**config.mk**
```make
export PLATFORM = sky130hd
export DESIGN_NAME = key_cmd_scheduler_flat
export DESIGN_NICKNAME = d
export VERILOG_FILES = /design/src/rtl/key_cmd_scheduler_if.sv /design/src/rtl/key_cmd_scheduler.sv /design/src/flat_wrapper.sv
export SDC_FILE = /design/constraint.sdc
export NUM_CORES = 1
export LEC_CHECK = 0
export BUFFER_PORTS_ARGS = -buffer_cell sky130_fd_sc_hd__buf_2
export CORE_AREA = 3 3 210 212
export DETAILED_ROUTE_END_ITERATION = 8
export DIE_AREA = 0 0 213 215
export PLACE_DENSITY = 0.43
export SLEW_MARGIN = 10
export SYNTH_ARGS = -nofsm -noshare
export SYNTH_HDL_FRONTEND = slang
export SYNTH_SLANG_ARGS = --single-unit
```
**constraint.sdc**
```tcl
create_clock -name clk -period 4.54 [get_ports clk]
set_input_delay 0.908 -clock clk [delete_from_list [all_inputs] [get_ports clk]]
set_output_delay 0.908 -clock clk [all_outputs]
set_load 0.02 [all_outputs]
```
**src/rtl/key_cmd_scheduler_if.sv**
```systemverilog
// key_cmd_scheduler_if: keyboard event inputs and command FIFO handshake bundle
interface key_cmd_scheduler_if;
    logic         key_valid;
    logic [8:0]   last_change;
    logic [511:0] key_down;
    logic         cmd_ready;
    logic         cmd_valid;
    logic [2:0]   cmd_code;
    logic         cmd_repeat;
    logic [7:0]   drop_cnt;
    modport master (
        output key_valid, last_change, key_down, cmd_ready,
        input  cmd_valid, cmd_code, cmd_repeat, drop_cnt
    );
    modport slave (
        input  key_valid, last_change, key_down, cmd_ready,
        output cmd_valid, cmd_code, cmd_repeat, drop_cnt
    );
endinterface

```
**src/rtl/key_cmd_scheduler.sv**
```systemverilog
// key_cmd_scheduler: turns key presses and A/D auto-repeat into a 4-entry command FIFO
module key_cmd_scheduler #(
    parameter int REPEAT_DELAY = 50000000,
    parameter int REPEAT_RATE  = 10000000
) (
    input logic clk,
    input logic rst,
    key_cmd_scheduler_if.slave bus
);
    localparam int MAXC = REPEAT_DELAY > REPEAT_RATE ? REPEAT_DELAY : REPEAT_RATE;
    localparam int CW = $clog2(MAXC + 1);
    typedef enum logic [1:0] {IDLE, DELAY, REPEAT} state_t;
    state_t state, state_nx;
    logic [CW-1:0] cnt, cnt_nx;
    logic tracked, tracked_nx;
    logic [3:0] mem [4];
    logic [1:0] rd, wr;
    logic [2:0] count;
    logic [7:0] drop_q;
    logic [2:0] press_code;
    logic is_press, is_esc, is_move, held, expire, full, pop;
    logic push_press, push_rep, push, drop;
    logic [3:0] push_data;
    assign press_code = !(bus.key_valid && bus.key_down[bus.last_change]) ? 3'd0 :
                        bus.last_change == 9'h076 ? 3'd1 :
                        bus.last_change == 9'h05A ? 3'd2 :
                        bus.last_change == 9'h066 ? 3'd3 :
                        bus.last_change == 9'h059 ? 3'd4 :
                        bus.last_change == 9'h01C ? 3'd5 :
                        bus.last_change == 9'h023 ? 3'd6 : 3'd0;
    assign is_press = press_code != 3'd0;
    assign is_esc = press_code == 3'd1;
    assign is_move = press_code == 3'd5 || press_code == 3'd6;
    // tracked: 0 = A, 1 = D
    assign held = bus.key_down[tracked ? 9'h023 : 9'h01C];
    // the counter holds at 1 while a repeat waits for a free push slot
    assign expire = state != IDLE && held && cnt <= CW'(1);
    assign full = count == 3'd4;
    assign pop = count != 3'd0 && bus.cmd_ready;
    assign push_press = is_press && !is_esc && (!full || pop);
    assign drop = is_press && !is_esc && full && !pop;
    assign push_rep = expire && !is_press && (!full || pop);
    assign push = push_press || push_rep;
    assign push_data = push_press ? {press_code, 1'b0} : {tracked ? 3'd6 : 3'd5, 1'b1};
    // repeat FSM state register
    always_ff @(posedge clk or posedge rst) begin
        if (rst) begin
            state <= IDLE;
            cnt <= '0;
            tracked <= 1'b0;
        end else begin
            state <= state_nx;
            cnt <= cnt_nx;
            tracked <= tracked_nx;
        end
    end
    // repeat FSM next state: ESC, then new A/D press, then release, then countdown
    always_comb begin
        state_nx = state;
        cnt_nx = cnt;
        tracked_nx = tracked;
        if (is_esc) begin
            state_nx = IDLE;
            cnt_nx = '0;
        end else if (is_move) begin
            state_nx = DELAY;
            cnt_nx = CW'(REPEAT_DELAY);
            tracked_nx = press_code == 3'd6;
        end else if (state != IDLE && !held) begin
            state_nx = IDLE;
            cnt_nx = '0;
        end else if (push_rep) begin
            state_nx = REPEAT;
            cnt_nx = CW'(REPEAT_RATE);
        end else if (state != IDLE && !expire) begin
            cnt_nx = cnt - CW'(1);
        end
    end
    // command FIFO and drop counter; ESC replaces the whole contents
    always_ff @(posedge clk or posedge rst) begin
        if (rst) begin
            for (int i = 0; i < 4; i++) mem[i] <= '0;
            rd <= '0;
            wr <= '0;
            count <= '0;
            drop_q <= '0;
        end else if (is_esc) begin
            mem[0] <= {3'd1, 1'b0};
            rd <= 2'd0;
            wr <= 2'd1;
            count <= 3'd1;
        end else begin
            if (push) begin
                mem[wr] <= push_data;
                wr <= wr + 2'd1;
            end
            if (pop) rd <= rd + 2'd1;
            count <= count + 3'(push) - 3'(pop);
            if (drop && drop_q != 8'hFF) drop_q <= drop_q + 8'd1;
        end
    end
    assign bus.cmd_valid = count != 3'd0;
    assign bus.cmd_code = count != 3'd0 ? mem[rd][3:1] : 3'd0;
    assign bus.cmd_repeat = count != 3'd0 ? mem[rd][0] : 1'b0;
    assign bus.drop_cnt = drop_q;
endmodule

```
**src/flat_wrapper.sv**
```systemverilog
// flat-port wrapper written by rule: the top's interface ports become plain ports
module key_cmd_scheduler_flat 
#(
    parameter int REPEAT_DELAY = 50000000,
    parameter int REPEAT_RATE  = 10000000
)
  (clk, rst, bus_key_valid, bus_last_change, bus_key_down, bus_cmd_ready, bus_cmd_valid, bus_cmd_code, bus_cmd_repeat, bus_drop_cnt);
  key_cmd_scheduler_if bus_i ();
  input logic clk;
  input logic rst;
  input wire logic [$bits(bus_i.key_valid)-1:0] bus_key_valid;
  input wire logic [$bits(bus_i.last_change)-1:0] bus_last_change;
  input wire logic [$bits(bus_i.key_down)-1:0] bus_key_down;
  input wire logic [$bits(bus_i.cmd_ready)-1:0] bus_cmd_ready;
  output wire logic [$bits(bus_i.cmd_valid)-1:0] bus_cmd_valid;
  output wire logic [$bits(bus_i.cmd_code)-1:0] bus_cmd_code;
  output wire logic [$bits(bus_i.cmd_repeat)-1:0] bus_cmd_repeat;
  output wire logic [$bits(bus_i.drop_cnt)-1:0] bus_drop_cnt;
  assign bus_i.key_valid = bus_key_valid;
  assign bus_i.last_change = bus_last_change;
  assign bus_i.key_down = bus_key_down;
  assign bus_i.cmd_ready = bus_cmd_ready;
  assign bus_cmd_valid = bus_i.cmd_valid;
  assign bus_cmd_code = bus_i.cmd_code;
  assign bus_cmd_repeat = bus_i.cmd_repeat;
  assign bus_drop_cnt = bus_i.drop_cnt;
  key_cmd_scheduler #(.REPEAT_DELAY(REPEAT_DELAY), .REPEAT_RATE(REPEAT_RATE)) u_core (.clk(clk), .rst(rst), .bus(bus_i));
endmodule
```
; Yosys cells after proc, flatten, opt, wreduce, memory -nomap -nowiden
; Cells that the tools add are included.
[totals]
reg_bits = 60
input_bits = 525
word_cells = 108
[classes]
n_addsub = 6
magnitude_cmp = 6
eq_ne = 11
n_mux = 38
n_bitwise = 3
reduce_logical = 33
[ops]
columns = op, n
row1 = $mux W26, 5
row2 = $eq A9 B7 Y1 const B, 4
row3 = $mux W3, 9
row4 = $le A26 B1 Y1 const B, 1
row5 = $sub A26 B1 Y26 const B, 1
row6 = $lt A9 B10 Y1 const B, 2
row7 = $mux W4, 5
row8 = $bmux W1 S9, 2
row9 = $mux W2, 9
row10 = $bwmux W16, 1
row11 = $mux W16, 1
row12 = $logic_and A1 B1 Y1, 14
row13 = $eq A3 B3 Y1 const B, 3
row14 = $eq A9 B5 Y1 const B, 1
row15 = $eq A9 B6 Y1 const B, 1
row16 = $add A8 B1 Y8 const B, 1
row17 = $bmux W4 S2, 1
row18 = $demux W4 S2, 1
row19 = $ne A8 B8 Y1 const B, 1
row20 = $ge A3 B3 Y1 const B, 2
row21 = $logic_not A1 Y1, 6
row22 = $mux W6, 1
row23 = $not A2 Y3, 2
row24 = $reduce_and A2 Y1, 3
row25 = 12 further kinds, 20

; Logic depth before layout (Yosys ltp)
; Gate-level depths: netlist (run 1).
[depth]
depth_word = 16
depth_mapped = 23

; Worst setup path before layout (run 1)
; Ideal clock, no wire load.
[synth_path]
kind = input to register
start = input bus_last_change[0]
end = register u_core.count[2]
setup_ps = 122
arrival_time_ps = 4713
required_ps = 4418
path_slack_ps = -294
stages = 17
n_path_buf = 3
cell_sequence = buf_2 > buf_2 > mux4_2 > a22oi_1 > a31o_2 > o2111ai_1 > a311oi_4 > a21oi_2 > a211oi_4 > buf_2 > o21bai_1 > ha_1 > inv_1 > fa_1 > xor2_1 > xnor2_1 > nor2_1
[synth_between]
elab_chain_len = 16
word_cells_on_any_way = 28
[synth_rtl]
columns = element, line_no
row1 = from (decl), flat_wrapper.sv:12  ; input wire logic [$bits(bus_i.last_change)-1:0] bus_last_change;
row2 = branches (longest 7 deep; another with $bmux W1 S9), n/a
row3 = $mux W3 *, key_cmd_scheduler.sv:24  ; assign press_code = !(bus.key_valid && bus.key_down[bus.last_change]) ? 3'd0 :
row4 = $eq A3 B1 Y1 or $reduce_bool A3 Y1 (tied branches), "key_cmd_scheduler.sv:32, key_cmd_scheduler.sv:31"
row5 = "$logic_not A1 Y1, on equally long branches", "key_cmd_scheduler.sv:40, key_cmd_scheduler.sv:42"
row6 = "$logic_and A1 B1 Y1, on equally long branches (2 in a row)", "key_cmd_scheduler.sv:40, key_cmd_scheduler.sv:42"
row7 = $logic_or A1 B1 Y1, key_cmd_scheduler.sv:43  ; assign push = push_press || push_rep;
row8 = $add A3 B1 Y3, key_cmd_scheduler.sv:98  ; count <= count + 3'(push) - 3'(pop);
row9 = $sub A3 B1 Y3, key_cmd_scheduler.sv:98
row10 = $mux W3 *, key_cmd_scheduler.sv:87  ; end else if (is_esc) begin
row11 = to (signal assigned), key_cmd_scheduler.sv:98
row12 = to (decl), key_cmd_scheduler.sv:18  ; logic [2:0] count;
; Mark *: on every way between the ends. The select of a mux whose other input is x is not followed.
; A chain may end at the register's enable or synchronous reset.

; Final worst setup path (run 1)
[layout_path]
start = input bus_last_change[1]
end = register u_core.count[2]
; Same word-level chain as after synthesis.

==> results.md, run 1 <==
* Status: completed
* Most used DFF post-synth: dfrtp_1
* Main combinational cell family by area after synthesis: multiplexers
* # Post-CTS Setup Buffers at 0
* Mapped Cells at 737
* Leakage at 5.71 nW
* HP Class: flop to flop
* Root buffer cell: clkbuf_16
* CTS tree: done
* Number of flops mapped to enable cells by yosys at 0
* Grt ovf at 0
* Clock latency on the worst-skew pair at 340 ps
* Pins over their slew limit at 0
* Final setup fails at 0
* Syn_area_per_cell at 10.8 um2
* Clock slew at reported path FFs at 60 ps
* Remaining antenna violation count after routing at 0
* RSZ-0062 raised after global routing: no
* Clock Sink Count at 60
* Most frequent cells after synthesis: mux4_2 (118), mux2i_1 (71), nor2_1 (64)
* Top cells by area, synth: mux4_2 (34%), dfrtp_1 (19%), mux2i_1 (9.0%)
* Most common cell in the netlist: mux4_2
* Crit path cell chain: clkbuf_8, buf_4, mux4_2, mux4_2, nand2_1, a21oi_1, a211oi_1, buf_4, o22ai_1, a211oi_4, o21bai_1, ha_2, inv_1, fa_2, xor2_1, xnor2_1, nor2_1
* Starting density of the core at 18.8%
* Core area at 42100 um2
* Cell area power density at 190 nW/um2
* Cell Area, Placed at 11800 um2
* Area share of the largest cell type after synthesis at 33.5%
* Synth warn at 0
* Slew HR at 47.0%
* Final Wtd Congestion at 0.929
* Post-synthesis compound-gate area fraction at 11.8%
* Row count at 75
* Dpl cells at 1848
* Share of async-settable or async-resettable flops after synthesis at 100%
* Netlist cell types at 72
* Final Hold Viols at 0
* Area growth syn-to-layout at 53.2%
* Minimum clock period at 4240 ps
* Nets at 1855
* First-pass GRT wire length at 65800 um
* Post-synthesis adder-cell area fraction at 1.67%
* Sequential-to-total area share from yosys stat at 18.9%
* Max Clk Rate at 236 MHz
* Max stage delay on crit path at 500 ps
* Worst path top cell family by delay: multiplexers
* Die Y at 215 um
* Synthesized Nets at 1272
* CTS max path bufs at 2
* DP HPWL at 41300 um
* H-tree Lvls at 3
* Crit path required time at 4770 ps
* IO Count at 538
* Antenna violations before repair at 27
* WP data arrival at 4470 ps
* Routed vias at 9086
* Biggest area consumer among synthesized cells: mux4_2
* Die X at 213 um
* Share of cells above drive strength 1 at 61.0%
* Simple-gate portion of the synthesized area at 14.5%
* Setup crit end kind: flop
* Xor and xnor fraction of the mapped netlist area at 2.65%
* Total track usage at 19.7%
* Crit Path Max Fanout at 14
* PortBufs at 537
* Pin count of the biggest net entering global routing at 36
* Die Footprint at 45800 um2
* Portion of netlist area occupied by mux cells at 44.9%
* Crit path max-delay cell type: mux4_2
* Worst path buffer plus inverter count at 4
* Final instance area at 12100 um2
* Fin Clk Skew at 6.36 ps
* Synthesized area at 7930 um2
* CTS Buf Count at 9
* Max Cap Viol at 0
* Drt initial violations at 638
* Total Wirelength at 46600 um
* WL/cell at 24.8 um
* Vias/cell at 4.84
* Worst slew pin tran at 793 ps
* Vias in the first global route at 9678
* Flops & latches, synth at 60
* Number of hold buffers added after cts at 0
* Maximum VDD drop at 0.163 mV
* Worst setup SP type: input port
* Fin crit share at 93.4%
* DRC Markers at 0
* First-pass DRT Iterations at 5
* CP Class: input port to flop
* Fill count at 4473
* Post-Layout Cell Count at 1877
-- cell usage in the layout, fill, tap and decap left out, drive strengths merged, types with 13 or more instances in the layout --
cell and instances:
buf 630, mux4 118, mux2i 71, nor2 65
dfrtp 60, nand2 44, a21oi 35, a22oi 26
nor3 24, inv 20, mux2 17, o21ai 16
diode 13, xor2 13
-- registers in the layout, summed over array words and instances, names as in the netlist --
| register | flops |
|---|---|
| u_core.mem | 16 |
| u_core.cnt | 26 |
| u_core.bus.drop_cnt | 8 |
| u_core.rd | 2 |
| u_core.tracked | 1 |
| u_core.wr | 2 |
| u_core.state | 2 |
| u_core.count | 3 |
-- final timing paths --
check | cells past startpoint | from | slack (ps) | endpoint
worst max-delay path | 17 | bus_last_change[1] | 300 | u_core.count[2]
worst min-delay path | 1 | u_core.bus.drop_cnt[7] | 490 | u_core.bus.drop_cnt[7]
worst max register to register | 12 | u_core.cnt[19] | 1350 | u_core.count[2]
worst min register to register | 1 | u_core.bus.drop_cnt[7] | 490 | u_core.bus.drop_cnt[7]
max in group asynchronous | 3 | rst | 2970 | u_core.cnt[16]
min in group asynchronous | 2 | rst | 720 | u_core.bus.drop_cnt[4]
-- power breakdown --
part           total, mW  leakage (nW)  internal (mW)  switching, mW
combinational       1.05          4.78          0.565          0.480
sequential         0.631         0.791          0.578         0.0533
clock              0.636         0.136          0.371          0.265
-- routing by layer --
metal  global-route usage, %  wire length, um  vias up
met5                       0               75        -
met4                    3.50              738       12
met3                    4.19             3450       46
met2                    35.2            23900      373
met1                    24.6            18400     4521
li1                        -                -     4134
-- cell type report --
cell class                 instances  area (um2)  area share, %
timing repair buffer             631        3540           29.1
sequential                        60        1500           12.4
inverter                          19        71.3          0.588
antenna                           13        32.5          0.268
clock buffer                       9         225           1.86
tap                              539         674           5.56
clock inverter                     7        52.6          0.433
multi-input combinational        599        6050           49.8
-- repair_timing --
item | CTS | global route
gates resized for setup | 3 | 8
pin swaps | 0 | 1
setup endpoints to repair | 5 | 3
-- logic make-up after synthesis --
family,count (synthesis)
buffers and inverters,78
AND/OR/NAND/NOR,225
adder cells (fa/ha/maj),10
XOR/XNOR,24
flip-flops,60
AO/OA/AOI/OAI,134
multiplexers,206
-- through the flow --
stage	utilization, %	power (mW)	setup TNS [ps]	hold slack, ps	setup WS, ps
global route	28.8	2.47	0	504	7.24
global placement	28.0	1.69	-11360	479	-752
detailed placement	28.0	1.70	-9630	486	-683
floorplan	-	1.20	-76.8	461	-76.8
CTS	28.7	2.35	0	497	83.2
finish	28.8	2.31	0	490	298
(Power assumes the default switching activity.)
==> inputs of run 2 (changes only) <==
RECOVER_POWER = 100   (was unset)
==> run 2 against run 1 <==
Die area is the same. Sequential cell count is the same. Wire length hardly changed. First-iteration DRC count is 6.1% higher. Worst hold slack better by 3.9 ps. Utilization is 0.19 points lower. Critical path depth decreased by 2. Global-route usage unchanged. Count of clock-buffer cells in the layout stayed put.
==> results.md, run 2 (synthesis gave the netlist of run 1 again) <==
* Hold EP: u_core.bus.drop_cnt[7] (unchanged)
* Fin crit share at 94.0% (was 93.4%)
* Post-Layout Cell Count at 1876 (was 1877)
* Routed vias at 9087 (was 9086)
* Final worst setup slack at 272 ps (was 298 ps)
* Row count at 75 (unchanged)
* Total Wirelength at 46600 um (about the same)
* DRC Markers at 0 (unchanged)
* Core area at 42100 um2 (unchanged)
* R2r endpoint: u_core.count[2] (unchanged)
* DP HPWL at 41300 um (unchanged)
* Hold Startpoint: u_core.bus.drop_cnt[7] (unchanged)
* Fill count at 4479 (was 4473)
* Starting density of the core at 18.8% (unchanged)
* Die Footprint at 45800 um2 (unchanged)
* H-tree Lvls at 3 (unchanged)
* Vias/cell at 4.84 (about the same)
* RSZ-0062 raised after global routing: no (unchanged)
* Dpl cells at 1848 (unchanged)
* Final Wtd Congestion at 0.929 (unchanged)
* R2R setup slack at 1340 ps (was 1350 ps)
* NetSw at 0.796 mW (was 0.798 mW)
* Final Hold Viols at 0 (unchanged)
* Clock slew at reported path FFs at 60 ps (about the same)
* Leakage at 5.63 nW (was 5.71 nW)
* Crit path required time at 4760 ps (was 4770 ps)
* Worst slew pin tran at 1420 ps (was 793 ps)
* Pin count of the biggest net entering global routing at 36 (unchanged)
* Vias in the first global route at 9678 (unchanged)
* Max reg flops at 26 (unchanged)
* Pre-CTS WS at -683 ps (unchanged)
* Max Clk Rate at 234 MHz (was 236 MHz)
* Pins over their slew limit at 0 (unchanged)
* Antenna violations before repair at 27 (unchanged)
* Nets at 1855 (unchanged)
* First-pass GRT wire length at 65800 um (unchanged)
* Max Cap Viol at 0 (unchanged)
* Die Y at 215 um (unchanged)
* Clock latency on the worst-skew pair at 340 ps (about the same)
* HP Class: flop to flop (unchanged)
* Slew HR at 5.07% (was 47.0%)
* Crit Path Max Fanout at 23 (was 14)
* Area of the multi-input gates at 6020 um2 (was 6050 um2)
* Clock share of power at 27.6% (was 27.5%)
* Most common cell after layout, fill and taps aside: buf_2 (unchanged)
* Cell area power density at 191 nW/um2 (was 190 nW/um2)
* Final total power at 2.31 mW (about the same)
* CTS max path bufs at 2 (unchanged)
* Setup crit start: bus_last_change[1] (unchanged)
* Worst setup SP type: input port (unchanged)
* Most frequent cells in the layout: buf_2 (522), mux4_2 (118), buf_4 (78) (was buf_2 (534), mux4_2 (118), buf_4 (85))
* Maximum VDD drop at 0.163 mV (about the same)
* Logic pwr share at 45.0% (was 45.2%)
* Total track usage at 19.7% (unchanged)
* Status: completed (unchanged)
* Internal power at 1.51 mW (about the same)
* Minimum clock period at 4270 ps (was 4240 ps)
* Area growth syn-to-layout at 52.2% (was 53.2%)
* Sequential share of power at 27.4% (was 27.3%)
* Fin Clk Skew at 6.30 ps (was 6.36 ps)
* Root buffer cell: clkbuf_16 (unchanged)
* Remaining antenna violation count after routing at 0 (unchanged)
* CTS Buf Count at 9 (unchanged)
* CTS tree: done (unchanged)
* WP data arrival at 4490 ps (was 4470 ps)
* Setup crit end kind: flop (unchanged)
* PortBufs at 537 (unchanged)
* Grt ovf at 0 (unchanged)
* WL/cell at 24.8 um (about the same)
* Final setup fails at 0 (unchanged)
* Die X at 213 um (unchanged)
* Hold depth at 1 (unchanged)
* Reg area at 1500 um2 (unchanged)
* Reg-to-Reg Start: u_core.cnt[19] (unchanged)
* Number of hold buffers added after cts at 0 (unchanged)
* Sw Ratio at 34.5% (about the same)
* Drt initial violations at 677 (was 638)
* Top reg by flops: u_core.cnt (unchanged)
* CP Class: input port to flop (unchanged)
* # Post-CTS Setup Buffers at 0 (unchanged)
* First-pass DRT Iterations at 5 (unchanged)
* IO Count at 538 (unchanged)
* Share of cells above drive strength 1 at 59.2% (was 61.0%)
* Worst reg2reg path depth at 12 (unchanged)
* Clock Sink Count at 60 (unchanged)
[run 2: cell types whose count changed in the layout (fill, tap and decap cells not counted), moves of 2 or more]
cell      before  now
buf_2        534  522
clkbuf_1       0   19
buf_4         85   78
o21ai_0        8   11
nor4_1         7    9
o21ai_1        8    5
[run 2: power groups by stage]
| stage | logic (mW) | clock network [mW] | registers, mW |
|---|---|---|---|
| final | 1.04 | 0.637 | 0.631 |
| after global routing | 1.14 | 0.679 | 0.642 |
| after CTS | 1.06 | 0.658 | 0.632 |
| after detailed placement | 1.06 | 0 | 0.642 |
| after global placement | 1.05 | 0 | 0.642 |
| after floorplan | 0.584 | 0 | 0.616 |
[run 2: repair_timing]
action,in CTS,in global routing
endpoints found under the setup margin,5,3
pin swaps,0,1
resized for setup,3,8
endpoints found under the hold margin,0,0
[run 2: worst max path at each step]
stage / to / slack (ps) / cells past startpoint
floorplan: u_core.count[2] / -80 / 18
global placement: u_core.count[2] / -750 / 17
detailed placement: u_core.count[2] / -680 / 17
CTS: u_core.count[2] / 80 / 17
global route: u_core.count[2] / 7 / 17
finish: u_core.mem[3] / 270 / 15
[run 2: stage by stage]
| step | hold slack (ps) | cell area [um2] | util [%] | setup TNS (ps) |
|---|---|---|---|---|
| 2_1_floorplan | 461 | 7990 | - | -76.8 |
| 3_3_place_gp | 479 | 11800 | 28.0 | -11360 |
| 3_5_place_dp | 486 | 11800 | 28.0 | -9630 |
| 4_1_cts | 497 | 12100 | 28.7 | 0 |
| 5_1_grt | 505 | 12000 | 28.6 | 0 |
| 6_report | 494 | 12100 | 28.6 | 0 |
[run 2: final cells by class]
type	count	share of cell area (%)
multi-input cells	599	49.9
repair buffers	631	28.9
flip-flops and latches	60	12.4
well taps	539	5.59
clock buffers	9	1.87
inverters	19	0.591
clock inverters	7	0.436
diodes	12	0.249
[run 2: worst max-delay path, cell delays in order]
cell and delay [ps]:
clkbuf_8 200, buf_12 190, buf_12 200, buf_12 190, mux2i_1 90, a22oi_1 220, a21oi_1 100, o41ai_1 450
nand4_1 230, o22a_1 280, buf_4 170, nor4_1 400, a21o_1 280, nand2_1 200, mux2_2 310
[run 2: layer usage]
metal	GRT usage, %	up-vias	wire, um	share of wire [%]
met5	0	-	75	0.16
met4	3.50	12	677	1.5
met3	4.19	44	3450	7.4
met2	35.2	380	23900	51
met1	24.6	4515	18500	40
li1	-	4136	-	-
==> inputs of run 3 (changes only) <==
ABC_AREA = 1   (was unset)
PLACE_DENSITY = 0.46   (was 0.43)
==> run 3 against run 2 <==
The flow now finishes with violations (max-capacitance violations, max-slew violations). Worst setup slack better by 160 ps. Clock skew up 0.97 ps. Wire length up 8.3%. Critical path depth up 10. Combinational power up 79%. Largest cell class unchanged.
==> results.md, run 3 <==
* Sequential-to-total area share from yosys stat at 17.0% (was 18.9%)
* Remaining antenna violation count after routing at 0 (unchanged)
* Final Wtd Congestion at 0.859 (was 0.929)
* Grt ovf at 0 (unchanged)
* Die Footprint at 45800 um2 (unchanged)
* Clock latency on the worst-skew pair at 340 ps (about the same)
* Die X at 213 um (unchanged)
* HP Class: flop to flop (unchanged)
* Core area at 42100 um2 (unchanged)
* IO Count at 538 (unchanged)
* DRC Markers at 0 (unchanged)
* Hold_ws at 475 ps (was 494 ps)
* Fill count at 4910 (was 4479)
* Worst slew pin tran at 1520 ps (was 1420 ps)
* Total track usage at 21.1% (was 19.7%)
* CTS tree: done (unchanged)
* Worst path top cell family by delay: simple AND/OR/NAND/NOR gates (was compound AO/OA/AOI/OAI gates)
* Final setup fails at 0 (unchanged)
* Fin Clk Skew at 7.28 ps (was 6.30 ps)
* Most used DFF post-synth: dfrtp_1 (unchanged)
* Clock slew at reported path FFs at 50 ps (was 60 ps)
* CTS max path bufs at 2 (unchanged)
* Post-Layout Cell Count at 2797 (was 1876)
* Final total power at 3.37 mW (was 2.31 mW)
* Worst path buffer plus inverter count at 9 (was 5)
* Mapped Cells at 1743 (was 737)
* Share of async-settable or async-resettable flops after synthesis at 100% (unchanged)
* Max Clk Rate at 244 MHz (was 234 MHz)
* Clock Sink Count at 60 (unchanged)
* Synthesized area at 8850 um2 (was 7930 um2)
* Top cells by area, synth: nand2_1 (44%), dfrtp_1 (17%), nor2_1 (5.3%) (was mux4_2 (34%), dfrtp_1 (19%), mux2i_1 (9.0%))
* Crit path max-delay cell type: fa_1 (was o41ai_1)
* Root buffer cell: clkbuf_16 (unchanged)
* Area growth syn-to-layout at 40.5% (was 52.2%)
* Routed vias at 12807 (was 9087)
* Reg area at 1500 um2 (unchanged)
* Final instance area at 12400 um2 (was 12100 um2)
* WP data arrival at 4380 ps (was 4490 ps)
* Die Y at 215 um (unchanged)
* Fin crit share at 90.4% (was 94.0%)
* Row count at 75 (unchanged)
* Max Cap Viol at 1 (was 0)
* PostCTS Resize Cnt at 0 (was 3)
* Leakage at 7.40 nW (was 5.63 nW)
* Number of flops mapped to enable cells by yosys at 0 (unchanged)
* Area share of the largest cell type after synthesis at 44.5% (was 33.5%)
* Area of the multi-input gates at 6530 um2 (was 6020 um2)
* Cell area power density at 270 nW/um2 (was 191 nW/um2)
* Netlist cell types at 40 (was 72)
* First-pass DRT Iterations at 6 (was 5)
* Most common cell after layout, fill and taps aside: nand2_1 (was buf_2)
* Most common cell in the netlist: nand2_1 (was mux4_2)
* DP HPWL at 41600 um (was 41300 um)
* Max stage delay on crit path at 440 ps (was 450 ps)
* Fin Setup TNS at 0 ps (unchanged)
* # Post-CTS Setup Buffers at 0 (unchanged)
* PortBufs at 537 (unchanged)
* Failing checks: max-capacitance violations, max-slew violations
* RSZ-0062 raised after global routing: no (unchanged)
* CP Class: input port to flop (unchanged)
* Flops & latches, synth at 60 (unchanged)
* Final Util at 29.5% (was 28.6%)
* Drt initial violations at 826 (was 677)
* Antenna violations before repair at 10 (was 27)
* Total Wirelength at 50400 um (was 46600 um)
* Dpl cells at 2775 (was 1848)
* Share of cells above drive strength 1 at 26.6% (was 59.2%)
* Nets at 2782 (was 1855)
* Max reg flops at 26 (unchanged)
* First-pass GRT wire length at 74600 um (was 65800 um)
* Number of hold buffers added after cts at 0 (unchanged)
* Slew HR at -1.33% (was 5.07%)
* Final Hold Viols at 0 (unchanged)
* Pins over their slew limit at 29 (was 0)
* Cell Area, Placed at 12200 um2 (was 11800 um2)
* H-tree Lvls at 3 (unchanged)
* Maximum VDD drop at 0.235 mV (was 0.163 mV)
* Most frequent cells after synthesis: nand2_1 (1049), nor2_1 (124), nand3_1 (83) (was mux4_2 (118), mux2i_1 (71), nor2_1 (64))
* Vias/cell at 4.58 (was 4.84)
* Worst setup SP type: input port (unchanged)
* WL/cell at 18.0 um (was 24.8 um)
* Pre-CTS WS at -247 ps (was -683 ps)
* Biggest area consumer among synthesized cells: nand2_1 (was mux4_2)
* Critical Path Most Common Cell: nand2_1 (was buf_12)
* Top reg by flops: u_core.cnt (unchanged)
* Synthesized Nets at 2278 (was 1272)
* Syn_area_per_cell at 5.08 um2 (was 10.8 um2)
* Crit path required time at 4820 ps (was 4760 ps)
* Pin count of the biggest net entering global routing at 87 (was 36)
* Setup crit end kind: flop (unchanged)
* Most frequent cells in the layout: nand2_1 (1052), buf_2 (525), nor2_1 (123) (was buf_2 (522), mux4_2 (118), buf_4 (78))
* Starting density of the core at 21.0% (was 18.8%)
* CTS Buf Count at 9 (unchanged)
* Minimum clock period at 4110 ps (was 4270 ps)
* Status: finished with violations (was completed)
* Final worst setup slack at 435 ps (was 272 ps)
* Vias in the first global route at 12931 (was 9678)
* Crit Path Max Fanout at 59 (was 23)
* Synth warn at 0 (unchanged)
==> run 3: cell count changes in the layout (fill, tap and decap cells not counted), moves of 11 or more <==
cell,delta
nor2b_1,-11
nand3_1,+71
mux2_2,-17
nand4_1,+29
nand2_1,+1008
o21ai_1,+21
mux4_2,-118
inv_1,+56
o21ai_0,+25
nor2_1,+61
mux2i_1,-68
buf_4,-51
==> run 3: area by class of cell <==
class | count | share of cell area, %
diodes | 6 | 0.121
inverters | 82 | 2.52
well taps | 539 | 5.42
repair buffers | 581 | 25.0
flip-flops and latches | 60 | 12.1
multi-input cells | 1513 | 52.5
clock buffers | 12 | 2.06
clock inverters | 4 | 0.382
==> run 3: cells by family (layout without fill, tap and decap cells) <==
kind of cell    Yosys count  in the layout  share of synthesized area [%]
xor+xnor                 27             27                           2.67
buf+inv                 170            679                           9.42
flops                    60             60                           17.0
fa+ha+maj                10             10                           1.50
simple gates           1338           1338                           60.4
compound gates          138            138                           9.00
other cells               0              6                              0
==> run 3: path summary, 6_finish.rpt <==
path | from | endpoint | slack (ps) | cells past startpoint
worst min register to register | u_core.mem[15] | u_core.mem[15] | 470 | 2
worst max-delay path | bus_last_change[1] | u_core.count[1] | 430 | 25
max in group asynchronous | rst | u_core.mem[6] | 1560 | 3
min in group asynchronous | rst | u_core.bus.drop_cnt[4] | 960 | 2
worst max register to register | u_core.cnt[0] | u_core.count[1] | 1010 | 21
worst min-delay path | u_core.mem[15] | u_core.mem[15] | 470 | 2
==> run 3: metal layers <==
layer  GRT usage [%]  share of wire [%]  vias to the layer above
met2            37.4                 50                      433
li1                -                  -                     6473
met3            2.92                5.5                       60
met4            5.59                2.5                        0
met5               0                  0                        -
met1            26.5                 42                     5841
==> run 3: where the power goes <==
group	internal [mW]	total (mW)	switching, mW
Sequential	0.665	0.807	0.142
Clock	0.453	0.699	0.247
Combinational	0.726	1.86	1.13
Total	1.84	3.37	1.52
==> run 3: worst reg2reg max path, delay by kind of cell, from the launching register on <==
| family | cells | cell delay [ps] |
|---|---|---|
| flip-flops | 1 | 410 |
| AND/OR/NAND/NOR | 13 | 1950 |
| adder cells (fa/ha/maj) | 3 | 740 |
| buffers and inverters | 5 | 350 |
